### src/rtl/mult_pkg.sv
// Shared helpers for the tree multiplier: product width, Baugh-Wooley
// correction constant and reduction-tree depth.
package mult_pkg;

    localparam int MAX_W = 64;

    function automatic int prod_w(input int w);
        return 2 * w;
    endfunction

    // Rows left after k levels of 3:2 compression (groups of three become two).
    function automatic int rows_after(input int rows, input int k);
        int r;
        r = rows;
        for (int i = 0; i < k; i++) r = 2 * (r / 3) + r % 3;
        return r;
    endfunction

    function automatic int tree_stages(input int rows);
        int r;
        int s;
        r = rows;
        s = 0;
        while (r > 2) begin
            r = 2 * (r / 3) + r % 3;
            s++;
        end
        return s;
    endfunction

    // Inverting the sign-row/sign-column partial products leaves a deficit
    // that is repaid by ones at bit w and bit 2w-1 (mod 2^(2w)).
    function automatic logic [2*MAX_W-1:0] bw_corr(input int w);
        logic [2*MAX_W-1:0] one;
        one = 1;
        return (one << w) | (one << (2 * w - 1));
    endfunction

    localparam int MAX_TREE_STAGES = tree_stages(MAX_W + 1);

endpackage

### src/rtl/prefix_adder.sv
// Combinational Kogge-Stone adder built from generate/propagate cells.
// Sum only; the carry out of the top bit is dropped.
module prefix_adder #(
    parameter int N = 16
) (
    input  logic [N-1:0] a,
    input  logic [N-1:0] b,
    output logic [N-1:0] sum
);

    localparam int L = (N > 1) ? $clog2(N) : 1;

    logic [L:0][N-1:0] g;
    logic [L:0][N-1:0] p;
    logic [N:0]        unused_top;

    assign g[0] = a & b;
    assign p[0] = a ^ b;

    for (genvar l = 0; l < L; l++) begin : g_lvl
        for (genvar i = 0; i < N; i++) begin : g_bit
            if (i >= (1 << l)) begin : g_cell
                assign g[l+1][i] = g[l][i] | (p[l][i] & g[l][i-(1<<l)]);
                assign p[l+1][i] = p[l][i] & p[l][i-(1<<l)];
            end else begin : g_pass
                assign g[l+1][i] = g[l][i];
                assign p[l+1][i] = p[l][i];
            end
        end
    end

    if (N > 1) begin : g_sum
        assign sum = p[0] ^ {g[L][N-2:0], 1'b0};
    end else begin : g_sum1
        assign sum = p[0];
    end

    assign unused_top = {g[L][N-1], p[L]};

endmodule

### src/rtl/pipelined_tree_multiplier.sv
// Two-stage WIDTH x WIDTH multiplier: S1 reduces the partial products to two
// rows, S2 adds them with a prefix adder. Valid/ready on both sides.
module pipelined_tree_multiplier
    import mult_pkg::*;
#(
    parameter int WIDTH = 8,
    parameter int TAG_W = 4
) (
    input  logic                       clk,
    input  logic                       rst_n,
    input  logic                       in_valid,
    output logic                       in_ready,
    input  logic [WIDTH-1:0]           in_a,
    input  logic [WIDTH-1:0]           in_b,
    input  logic                       in_signed,
    input  logic [TAG_W-1:0]           in_tag,
    output logic                       out_valid,
    input  logic                       out_ready,
    output logic [prod_w(WIDTH)-1:0]   out_product,
    output logic [TAG_W-1:0]           out_tag
);

    localparam int P      = prod_w(WIDTH);
    localparam int NROWS  = WIDTH + 1;
    localparam int STAGES = tree_stages(NROWS);
    localparam logic [P-1:0] CORR = P'(bw_corr(WIDTH));

    typedef struct packed {
        logic [P-1:0]     sum;
        logic [P-1:0]     carry;
        logic [TAG_W-1:0] tag;
    } s1_t;

    logic [P-1:0] lvl [STAGES+1][NROWS];
    logic [2:1]   vld_pipe;
    logic         adv1;
    logic         adv2;
    s1_t          s1_q;
    logic [P-1:0] sum2;
    logic [P-1:0] prod_q;
    logic [TAG_W-1:0] tag_q;

    // Partial-product rows; signed mode inverts the bits where exactly one
    // operand index is the sign bit, and the last row carries the correction.
    for (genvar i = 0; i < WIDTH; i++) begin : g_pp
        logic [WIDTH-1:0] bits;
        for (genvar j = 0; j < WIDTH; j++) begin : g_bit
            localparam bit INV = ((i == WIDTH - 1) != (j == WIDTH - 1));
            assign bits[j] = (in_a[j] & in_b[i]) ^ (INV & in_signed);
        end
        assign lvl[0][i] = {{WIDTH{1'b0}}, bits} << i;
    end
    assign lvl[0][WIDTH] = in_signed ? CORR : '0;

    // Each level packs groups of three rows into sum/carry pairs at the front,
    // leftovers slide in behind them, unused slots are zero.
    for (genvar k = 0; k < STAGES; k++) begin : g_tree
        localparam int RK = rows_after(NROWS, k);
        localparam int NG = RK / 3;
        for (genvar r = 0; r < NROWS; r++) begin : g_row
            if (r < 2 * NG) begin : g_csa
                localparam int B = 3 * (r / 2);
                if (r % 2 == 0) begin : g_s
                    assign lvl[k+1][r] = lvl[k][B] ^ lvl[k][B+1] ^ lvl[k][B+2];
                end else begin : g_c
                    assign lvl[k+1][r] = ((lvl[k][B] & lvl[k][B+1]) |
                                          (lvl[k][B] & lvl[k][B+2]) |
                                          (lvl[k][B+1] & lvl[k][B+2])) << 1;
                end
            end else if (r < 2 * NG + RK % 3) begin : g_pass
                assign lvl[k+1][r] = lvl[k][r+NG];
            end else begin : g_zero
                assign lvl[k+1][r] = '0;
            end
        end
    end

    assign adv2     = !vld_pipe[2] | out_ready;
    assign adv1     = !vld_pipe[1] | adv2;
    assign in_ready = adv1;

    always_ff @(posedge clk or negedge rst_n) begin
        if (!rst_n) begin
            vld_pipe <= '0;
            s1_q     <= '0;
            prod_q   <= '0;
            tag_q    <= '0;
        end else begin
            if (adv1) vld_pipe[1] <= in_valid;
            if (adv2) vld_pipe[2] <= vld_pipe[1];
            if (in_valid && adv1)
                s1_q <= s1_t'{sum: lvl[STAGES][0], carry: lvl[STAGES][1], tag: in_tag};
            if (adv2 && vld_pipe[1]) begin
                prod_q <= sum2;
                tag_q  <= s1_q.tag;
            end
        end
    end

    prefix_adder #(.N(P)) u_add (
        .a   (s1_q.sum),
        .b   (s1_q.carry),
        .sum (sum2)
    );

    assign out_valid   = vld_pipe[2];
    assign out_product = prod_q;
    assign out_tag     = tag_q;

endmodule

### config.mk
export PLATFORM = sky130hd
export DESIGN_NAME = pipelined_tree_multiplier
export DESIGN_NICKNAME = d
export VERILOG_FILES = /design/src/rtl/mult_pkg.sv /design/src/rtl/prefix_adder.sv /design/src/rtl/pipelined_tree_multiplier.sv
export SDC_FILE = /design/constraint.sdc
export NUM_CORES = 1
export LEC_CHECK = 0
export CAP_MARGIN = 10
export CORE_MARGIN = 2
export CORE_UTILIZATION = 60
export DETAILED_ROUTE_END_ITERATION = 16
export MAX_ROUTING_LAYER = met4
export PLACE_DENSITY = 0.85
export SKIP_CTS_REPAIR_TIMING = 1
export SLEW_MARGIN = 5
export SYNTH_ARGS = -nofsm -noshare
export SYNTH_HDL_FRONTEND = slang
export SYNTH_SLANG_ARGS = --single-unit
### constraint.sdc
create_clock -name clk -period 2.6 [get_ports clk]
set_input_delay 0.26 -clock clk [delete_from_list [all_inputs] [get_ports clk]]
set_output_delay 0.26 -clock clk [all_outputs]
set_load 0.005 [all_outputs]
==> Yosys cells after proc, flatten, opt, wreduce, memory -nomap -nowiden <==
Index checks and enable logic that the tools add are counted.
W data, S select, Z words.
{ "op_classes": {"n_mux": 1, "bitwise_logic": 253, "n_reduce_logical": 4} }
{ "ops": {"columns": ["op", "n"], "rows": [
  ["$and A15 B15 Y15", 14],
  ["$or A15 B15 Y15", 12],
  ["$xor A16 B16 Y16", 10],
  ["$and A1 B1 Y1", 140],
  ["$or A1 B1 Y1", 47],
  ["$and A14 B15 Y15", 2],
  ["$mux W16", 1],
  ["$xor A15 B16 Y16", 1],
  ["$or A15 B10 Y15", 1],
  ["$or A15 B13 Y15", 1],
  ["$xor A14 B15 Y15", 1],
  ["$xor A1 B1 Y1", 14],
  ["$and A11 B13 Y13", 1],
  ["$and A12 B13 Y13", 1],
  ["$xor A12 B13 Y13", 1],
  ["$and A11 B12 Y12", 1],
  ["$xor A11 B12 Y12", 1],
  ["$and A8 B10 Y10", 1],
  ["$and A9 B10 Y10", 1],
  ["$xor A9 B10 Y10", 1],
  ["$and A8 B9 Y9", 1],
  ["$xor A8 B9 Y9", 1],
  ["$logic_and A1 B1 Y1", 2],
  ["$logic_not A1 Y1", 2]
]} }
{ "totals": {"regBits": 57, "in_bits": 25, "out_inout_bits": 22, "wordCells": 265} }

==> Longest topological paths before layout <==
Gate-level depths: netlist (run 1).
{ "logic_depth": {"depth_word": 14, "mapped_depth": 10} }

==> Hierarchy <==
Synthesis (run 1) repeated with hierarchy kept, for this count alone.
{ "unflattened": {"hier_cells": 391, "area_unflattened_um2": 4496.8} }
{ "modules_own_cells": {"columns": ["mod", "instances", "cells_per_inst", "area_per_inst_um2"], "rows": [
  ["pipelined_tree_multiplier", 1, 301, 3809.9],
  ["prefix_adder", 1, 90, 686.9]
]} }

==> Worst setup path after synthesis (run 1) <==
Ideal clock, no wire load.
{ "synth_timing": {"path_type": "in2reg", "start": "input port in_signed", "end": "register s1_q[29] in the netlist's numbering", "setup_time_ns": 0.128, "t_arrival_ns": 2.833, "slack_ns": -0.361, "cell_stages": 10, "path_buffers": 2, "cell_sequence": "buf_2 > buf_2 > xnor2_1 > ha_1 > inv_1 > fa_1 > fa_1 > inv_1 > fa_1 > mux2_1"} }
{ "synth_lines": {"columns": ["element", "line", "source"], "rows": [
  ["from (decl)", "pipelined_tree_multiplier.sv:15", "input logic in_signed,"],
  ["to (signal assigned)", "pipelined_tree_multiplier.sv:92", "s1_q <= s1_t'{sum: lvl[STAGES][0], carry: lvl[STAGES][1], tag: in_tag};"],
  ["to (decl)", "pipelined_tree_multiplier.sv:38", "s1_t s1_q;"]
]} }

==> results_tabular.tex, run 1 <==
\begin{tabular}{lr}
\hline
Metric & Value \\
\hline
\multicolumn{2}{l}{\textbf{Setup path}} \\
\quad Required @ worst endpoint & 2790 ps \\
\quad Category of the worst setup path capture point & flip-flop \\
\quad CP arrival & $\sim$2900 ps \\
\quad WS Path Type & input pin to flip-flop \\
\quad Worst-path fanout max & 6 \\
\quad Worst reg2reg path depth & 8 \\
\quad Startpoint kind of the worst setup timing path & input pin \\
\multicolumn{2}{l}{\textbf{Die}} \\
\quad Effective utilization at floorplan & 0.6127 \\
\quad Boundary Pins & 47 \\
\quad Die X-Extent & 86.60 microns \\
\quad Area of the core & between 6000 and 7000 sq um \\
\quad Die Area & 7500 sq um \\
\quad Cell row count & 30 \\
\quad Die outline height & around 87 microns \\
\multicolumn{2}{l}{\textbf{Timing}} \\
\quad Unrepaired setup endpoints after global routing & yes \\
\quad Fin. max-slew vios & 0 \\
\quad Post-route setup slack & -76.11 ps \\
\quad Fmax achieved & between 300 and 400 MHz \\
\quad Slew @ Worst Pin & 557.5 ps \\
\quad Min Clock Period, post-route & about 2700 ps \\
\quad Count of endpoints failing hold in the final timing report & 0 \\
\quad Number of setup violations in the final report & 5 \\
\quad Post-route clock period utilization & 1.029 \\
\quad Hold\_ws & roughly 340 ps \\
\quad Relative max-transition margin & 0.6270 \\
\quad Setup clock skew after layout & around 18 ps \\
\multicolumn{2}{l}{\textbf{Clocking}} \\
\quad Clock slew at the register clock pins of the worst setup and hold paths & approximately 100 ps \\
\quad TritonCTS clock tree & done \\
\quad H-Tree Level Count & 2 \\
\quad Number of buffers on the longest clock path & 2 \\
\quad Number of clock sinks seen by CTS & 53 \\
\quad Total clock buffers created by CTS & 5 \\
\quad Root Buffer & sky130\_fd\_sc\_hd\_\_clkbuf\_8 \\
\quad Skew-Pair Late Insertion Delay & around 310 ps \\
\multicolumn{2}{l}{\textbf{Detailed routing}} \\
\quad First-pass detailed-route iteration total & 4 \\
\quad Detail Route Antenna Nets & 0 \\
\quad Average wire length per cell after detail routing & 15.04 microns \\
\quad DRC violations left & 0 \\
\quad DRC violation total after the first TritonRoute iteration & between 100 and 150 \\
\quad Via count of the routed design & roughly 2,900 \\
\quad Routed WL & just over 8000 microns \\
\quad Via density per instance & approximately 5.3 \\
\multicolumn{2}{l}{\textbf{Placement}} \\
\quad Weighted congestion at the end of routability-driven global placement & 0.9149 \\
\quad HPWL Detailed & around 6600 microns \\
\quad Port Buf Inserts & 46 \\
\multicolumn{2}{l}{\textbf{Power}} \\
\quad Pwr per Cell Area & $\sim$730 nW/um\^{}2 \\
\quad VDD IR max & about 0.33 mV \\
\quad Leakage power summed over all cells & $\sim$2.5 nW \\
\quad Overall power consumption & around 0.0036 W \\
\multicolumn{2}{l}{\textbf{Final layout}} \\
\quad Footprint of the multi-input gates & between 2000 and 3000 sq um \\
\quad Count of inserted antenna diode cells & 0 \\
\quad Flip-flop and latch area & 1326 sq um \\
\quad Top library cells by usage in the layout, fill and taps aside & sky130\_fd\_sc\_hd\_\_nand2\_1 (74), sky130\_fd\_sc\_hd\_\_dfrtp\_1 (53), sky130\_fd\_sc\_hd\_\_inv\_1 (38) \\
\quad Fill cell count & between 400 and 500 \\
\quad Layout overhead on the synthesized area & 21.94\% \\
\quad Layout cell share with drive strength beyond 1 & 0.1987 \\
\quad Net total in the final layout & between 500 and 600 \\
\quad Most frequent standard cell in the layout excluding fill and tap cells & sky130\_fd\_sc\_hd\_\_nand2\_1 \\
\multicolumn{2}{l}{\textbf{Global route}} \\
\quad Via count of the first global-routing pass & between 2,000 and 3,000 \\
\quad Pin count of the biggest net entering global routing & 34 \\
\quad Total track usage & 0.2404 \\
\quad Global-route wire length before repair & roughly 14,000 microns \\
\quad Overall overflow remaining after global route & 0 \\
\quad Number of antenna violations at the first check in global routing & 0 \\
\multicolumn{2}{l}{\textbf{Status}} \\
\quad Violations in the final reports & negative setup slack \\
\quad Run status & complete, but fails checks \\
\multicolumn{2}{l}{\textbf{Logic synthesis}} \\
\quad Flops \& latches, synth & 53 \\
\quad Synthesized netlist cell count & between 300 and 400 \\
\quad Number of different library cells in the post-synthesis netlist & 39 \\
\quad Yosys warnings & 0 \\
\quad Syn Area/Cell & roughly 10 sq um \\
\quad Cell area after synthesis & between 4000 and 5000 sq um \\
\quad Net count after synthesis & between 400 and 500 \\
\quad Sequential element share of the synthesized area & 0.3240 \\
\multicolumn{2}{l}{\textbf{Hold path}} \\
\quad Class of the worst hold path & input pin to flip-flop \\
\quad Number of stages on the worst hold path & 4 \\
\multicolumn{2}{l}{\textbf{Job}} \\
\quad Reported max-cap violation count & 0 \\
\hline
\end{tabular}
## registers in the layout, indices dropped and copies added, names as in the netlist
register     cells
vld_pipe         2
s1_q            31
out_product     16
out_tag          4
## critical path: stages
cell	delay (ps)
sky130_fd_sc_hd__buf_2	140
sky130_fd_sc_hd__and2_4	140
sky130_fd_sc_hd__fa_1	520
sky130_fd_sc_hd__inv_1	50
sky130_fd_sc_hd__fa_2	530
sky130_fd_sc_hd__fa_1	410
sky130_fd_sc_hd__inv_1	90
sky130_fd_sc_hd__fa_2	430
sky130_fd_sc_hd__mux2_4	270
## power breakdown
part	leakage, nW	internal (W)	total (W)	switching (W)
clock network	0.0452	0.000197	0.000488	0.000291
logic	1.79	0.000971	0.00188	0.000907
registers	0.652	0.00111	0.00127	0.000165
total	2.48	0.00228	0.00364	0.00136
## per-layer routing
| layer | global-route usage | share of wire | vias up |
|---|---|---|---|
| met1 | 0.3162 | 0.45 | 1428 |
| met5 | - | 0 | - |
| met2 | 0.4042 | 0.51 | 63 |
| met4 | 0.05824 | 0.017 | 0 |
| met3 | 0.02571 | 0.025 | 10 |
| li1 | - | - | 1411 |
## synth_stat cells (all sizes together)
cell type / n / area share
o311ai: 2 / 0.0043
nor2: 6 / 0.0055
inv: 43 / 0.039
fa: 38 / 0.19
a2bb2oi: 1 / 0.0021
and4: 1 / 0.0028
o31ai: 1 / 0.0018
nand3: 1 / 0.0012
o211ai: 6 / 0.012
nand2: 78 / 0.073
a21o: 2 / 0.0040
a22oi: 1 / 0.0018
xnor2: 13 / 0.028
mux2: 29 / 0.080
nand3b: 1 / 0.0028
a211oi: 1 / 0.0031
mux2i: 2 / 0.0049
and3: 3 / 0.0049
nand2b: 6 / 0.0092
dfrtp: 53 / 0.32
nor3: 2 / 0.0024
o21ai: 9 / 0.011
buf: 6 / 0.0092
xor2: 7 / 0.015
o21a: 1 / 0.0021
nand4: 1 / 0.0015
clkbuf: 5 / 0.0046
a21oi: 8 / 0.011
ha: 33 / 0.10
nor2b: 1 / 0.0015
and2: 33 / 0.051
## metrics by stage
step,utilization,TNS [ps],setup WS (ps),std cells,cell area [sq um]
final,0.7472,-214.4,-76.11,548,4992
after global routing,0.7472,-466.0,-110.0,548,4992
after CTS,0.7378,-7409,-528.4,544,4930
after detailed placement,0.7238,-14070,-844.1,536,4836
after global placement,0.7238,-13150,-784.6,536,4836
after floorplan,-,-1169,-237.4,394,4165
## path summary, 6_finish.rpt
check                      slack (ps)      from               to
hold / removal                    340   in_b[0]         s1_q[20]
hold reg to reg                   480  s1_q[21]   out_product[1]
min in group asynchronous         440     rst_n  out_product[13]
setup / recovery                  -80   in_b[3]         s1_q[29]
setup reg to reg                  630  s1_q[25]  out_product[13]
max in group asynchronous        1390     rst_n   out_product[0]
## cell families (layout without fill, tap and decap cells)
kind of cell | Yosys count | count (layout) | synth area share
buffers and inverters | 54 | 128 | 0.05318
xor gates and xnor gates | 20 | 20 | 0.04279
DFF | 53 | 53 | 0.3240
AOI/OAI and AO/OA | 32 | 32 | 0.05318
adders and majority gates | 71 | 71 | 0.2867
and+or+nand+nor | 133 | 133 | 0.1556
muxes | 31 | 31 | 0.08466
## layout make-up
class                           count  share of cell area
Timing Repair Buffer               77              0.1331
Inverter                           43             0.03233
Tap cell                           80             0.02005
Sequential cell                    53              0.2657
Clock inverter                      3            0.005013
Clock buffer                        5             0.01378
Multi-Input combinational cell    287              0.5301
Power figures use the tool's default switching activity.
==> run 2, diff against run 1 <==
--- a/config.mk
+++ b/config.mk
@@ -5,6 +5,7 @@
 export SDC_FILE = /design/constraint.sdc
 export NUM_CORES = 1
 export LEC_CHECK = 0
+export ABC_CLOCK_PERIOD_IN_PS = 2600
 export CAP_MARGIN = 10
 export CORE_MARGIN = 2
 export CORE_UTILIZATION = 60
==> results of run 2 <==
No change in the layout: final DEF, timing and power equal those of run 1.
==> run 3, diff against run 2 <==
--- a/config.mk
+++ b/config.mk
@@ -8,10 +8,10 @@
 export ABC_CLOCK_PERIOD_IN_PS = 2600
 export CAP_MARGIN = 10
 export CORE_MARGIN = 2
-export CORE_UTILIZATION = 60
+export CORE_UTILIZATION = 62
 export DETAILED_ROUTE_END_ITERATION = 16
 export MAX_ROUTING_LAYER = met4
-export PLACE_DENSITY = 0.85
+export PLACE_DENSITY = 0.87
 export SKIP_CTS_REPAIR_TIMING = 1
 export SLEW_MARGIN = 5
 export SYNTH_ARGS = -nofsm -noshare
==> run 3 against run 2 <==
  * The run still ends with negative setup slack left
  * Worst hold slack worse by 40 ps
  * First-iteration DRC count is 18% lower
  * Flip-flop and latch count did not move
  * Setup slack worse by 18 ps
  * Utilization increased by 3.7 points
  * Non-clock buffer count fell by 3
  * Via count grew 1.4%
  * Clock skew down 5.1 ps
  * Critical path type unchanged
  * Critical path depth is 1 lower
  * Global-route usage increased by 1.4 points
  * Combinational power increased by 3%
==> results_tabular.tex, run 3 (synthesis results as in run 1) <==
\begin{tabular}{lr}
\hline
Metric & Value \\
\hline
\multicolumn{2}{l}{\textbf{Placement}} \\
\quad HPWL Detailed & 6504 microns (-1.0\%) \\
\quad Port Buf Inserts & 46 (unchanged) \\
\quad Placed cell area & 4817 sq um (-0.39\%) \\
\quad Weighted congestion at the end of routability-driven global placement & 0.9493 (+3.8\%) \\
\quad Pre-CTS setup slack & -834.4 ps (+9.638 ps) \\
\multicolumn{2}{l}{\textbf{Final layout}} \\
\quad Net total in the final layout & 560 (-0.53\%) \\
\quad Post-route cell area & 5006 sq um (+0.28\%) \\
\quad Register containing the most flip-flops in the final layout & s1\_q \\
\quad Top library cells by usage in the layout, fill and taps aside & sky130\_fd\_sc\_hd\_\_nand2\_1 (75), sky130\_fd\_sc\_hd\_\_dfrtp\_1 (53), sky130\_fd\_sc\_hd\_\_inv\_1 (35) \\
\quad Layout cell share with drive strength beyond 1 & 0.2108 (+0.01203) \\
\quad Layout overhead on the synthesized area & 22.28\% \\
\quad Count of inserted antenna diode cells & 0 (unchanged) \\
\quad Largest register FFs & 31 (unchanged) \\
\quad Most frequent standard cell in the layout excluding fill and tap cells & sky130\_fd\_sc\_hd\_\_nand2\_1 \\
\multicolumn{2}{l}{\textbf{Timing}} \\
\quad Fin. max-slew vios & 0 (unchanged) \\
\quad Hold\_ws & 303.8 ps (-39.97 ps) \\
\quad Count of endpoints failing hold in the final timing report & 0 (unchanged) \\
\quad Setup clock skew after layout & 12.43 ps (-5.131 ps) \\
\quad Number of setup violations in the final report & 3 (-2) \\
\quad Min Clock Period, post-route & 2694 ps (+18.33 ps) \\
\quad Post-route setup slack & -94.44 ps (-18.33 ps) \\
\quad Post-route clock period utilization & 1.036 (+0.007051) \\
\quad Unrepaired setup endpoints after global routing & yes \\
\quad Relative max-transition margin & 0.6391 (+0.01207) \\
\quad Slew @ Worst Pin & 539.5 ps (-18.04 ps) \\
\quad Fmax achieved & 371.1 MHz (-0.68\%) \\
\multicolumn{2}{l}{\textbf{Clocking}} \\
\quad Number of buffers on the longest clock path & 2 (unchanged) \\
\quad Skew-Pair Late Insertion Delay & 310 ps (about the same) \\
\quad Clock slew at the register clock pins of the worst setup and hold paths & 100 ps (about the same) \\
\quad H-Tree Level Count & 2 (unchanged) \\
\quad Root Buffer & sky130\_fd\_sc\_hd\_\_clkbuf\_8 \\
\quad TritonCTS clock tree & done \\
\quad Number of clock sinks seen by CTS & 53 (unchanged) \\
\quad Total clock buffers created by CTS & 5 (unchanged) \\
\multicolumn{2}{l}{\textbf{Global route}} \\
\quad GR met2 Demand/Resource & 0.4389 (+0.03472) \\
\quad Number of antenna violations at the first check in global routing & 0 (unchanged) \\
\quad Via count of the first global-routing pass & 3,148 (+5.1\%) \\
\quad Met1 Use GR & 0.3238 (+0.007588) \\
\quad Overall overflow remaining after global route & 0 (unchanged) \\
\quad Global-route wire length before repair & 14,320 microns (+3.3\%) \\
\quad Routing usage on met3 & 0.02432 (-0.001395) \\
\quad Pin count of the biggest net entering global routing & 35 (+2.9\%) \\
\quad Total track usage & 0.2543 (+0.01390) \\
\quad Most utilized layer in the global route result & met2 \\
\multicolumn{2}{l}{\textbf{Power}} \\
\quad NetSw & 0.001404 W (+3.0\%) \\
\quad Pwr per Cell Area & 738.9 nW/um\^{}2 (+1.4\%) \\
\quad Net Sw Frac & 0.3795 (+0.004897) \\
\quad Part of the power in the clock network & 0.134 (about the same) \\
\quad Cell-internal power & 0.002295 W (+0.87\%) \\
\quad Leakage power summed over all cells & 2.476 nW (-0.27\%) \\
\quad Part of the total power dissipated in combinational logic & 0.521 (+0.005) \\
\quad Reg power frac & 0.346 (-0.004) \\
\quad VDD IR max & 0.5408 mV (+65\%) \\
\quad Overall power consumption & 0.003699 W (+1.7\%) \\
\multicolumn{2}{l}{\textbf{Die}} \\
\quad Area of the core & 6386 sq um (-4.4\%) \\
\quad Effective utilization at floorplan & 0.6411 (+0.02833) \\
\quad Die X-Extent & 85.26 microns (-1.5\%) \\
\quad Cell row count & 29 (-3.3\%) \\
\quad Die outline height & 85.26 microns (-1.5\%) \\
\quad Die Area & 7269 sq um (-3.1\%) \\
\quad Boundary Pins & 47 (unchanged) \\
\multicolumn{2}{l}{\textbf{Detailed routing}} \\
\quad DRC violation total after the first TritonRoute iteration & 114 (-18\%) \\
\quad DRC violations left & 0 (unchanged) \\
\quad Detail Route Antenna Nets & 0 (unchanged) \\
\quad Average wire length per cell after detail routing & 15.75 microns (+4.7\%) \\
\quad First-pass detailed-route iteration total & 4 (unchanged) \\
\quad Via density per instance & 5.446 (+2.5\%) \\
\quad Via count of the routed design & 2,952 (+1.4\%) \\
\quad Routed WL & 8538 microns (+3.6\%) \\
\multicolumn{2}{l}{\textbf{Setup path}} \\
\quad Startpoint kind of the worst setup timing path & input pin \\
\quad Required @ worst endpoint & 2800 ps (about the same) \\
\quad Worst-path fanout max & 2 (-4) \\
\quad WS Path Type & input pin to flip-flop \\
\quad CP arrival & 2900 ps (+40 ps) \\
\quad Category of the worst setup path capture point & flip-flop \\
\multicolumn{2}{l}{\textbf{Hold path}} \\
\quad Class of the worst hold path & input pin to flip-flop \\
\multicolumn{2}{l}{\textbf{Status}} \\
\quad Violations in the final reports & negative setup slack \\
\quad Run status & complete, but fails checks \\
\multicolumn{2}{l}{\textbf{Job}} \\
\quad Reported max-cap violation count & 0 (unchanged) \\
\hline
\end{tabular}
==> run 3: path summary, 6_finish.rpt <==
kind                                        end       from  cells after the start  slack [ps]
worst max-delay path                   s1_q[27]  in_signed                      8         -90
worst min-delay path                   s1_q[20]    in_a[0]                      3         300
worst max register to register  out_product[13]    s1_q[9]                      8         650
worst min register to register       out_tag[3]    s1_q[3]                      2         470
max in group asynchronous              s1_q[28]      rst_n                      3        1420
min in group asynchronous        out_product[8]      rst_n                      2         400
==> run 3: cell type report <==
type                            instances  area, sq um
Tap cell                               77        96.34
Fill cell                             409         1380
Inverter                               43        161.4
Multi-Input combinational cell        287         2648
Clock buffer                            5        68.82
Timing Repair Buffer                   74        679.4
Sequential cell                        53         1326
Clock inverter                          3        26.28
==> run 3: worst max-delay path, stage by stage <==
cell	delay [ps]
sky130_fd_sc_hd__buf_2	140
sky130_fd_sc_hd__xor2_2	180
sky130_fd_sc_hd__fa_2	470
sky130_fd_sc_hd__fa_2	580
sky130_fd_sc_hd__inv_2	40
sky130_fd_sc_hd__fa_2	530
sky130_fd_sc_hd__fa_1	420
sky130_fd_sc_hd__mux2_4	270
==> run 3: stage by stage <==
step / std cells / setup TNS, ps / utilization
finish: 542 / -209.8 / 0.7839
global route: 542 / -526.2 / 0.7839
CTS: 539 / -7566 / 0.7692
detailed placement: 531 / -14100 / 0.7543
global placement: 531 / -13160 / 0.7543
floorplan: 394 / -1169 / -
==> run 3: routing by layer <==
metal / vias up / part of all wire
met5: - / 0
met3: 12 / 0.036
met2: 84 / 0.52
met1: 1453 / 0.42
li1: 1403 / -
met4: 0 / 0.019
==> run 3: power by group through the flow <==
stage,Sequential [W],Clock [W],Combinational (W)
after floorplan,0.00126,0,0.00119
after global placement,0.00127,0,0.00172
after detailed placement,0.00129,0,0.00180
after CTS,0.00128,0.000503,0.00185
after global routing,0.00131,0.000534,0.00216
final,0.00128,0.000495,0.00193
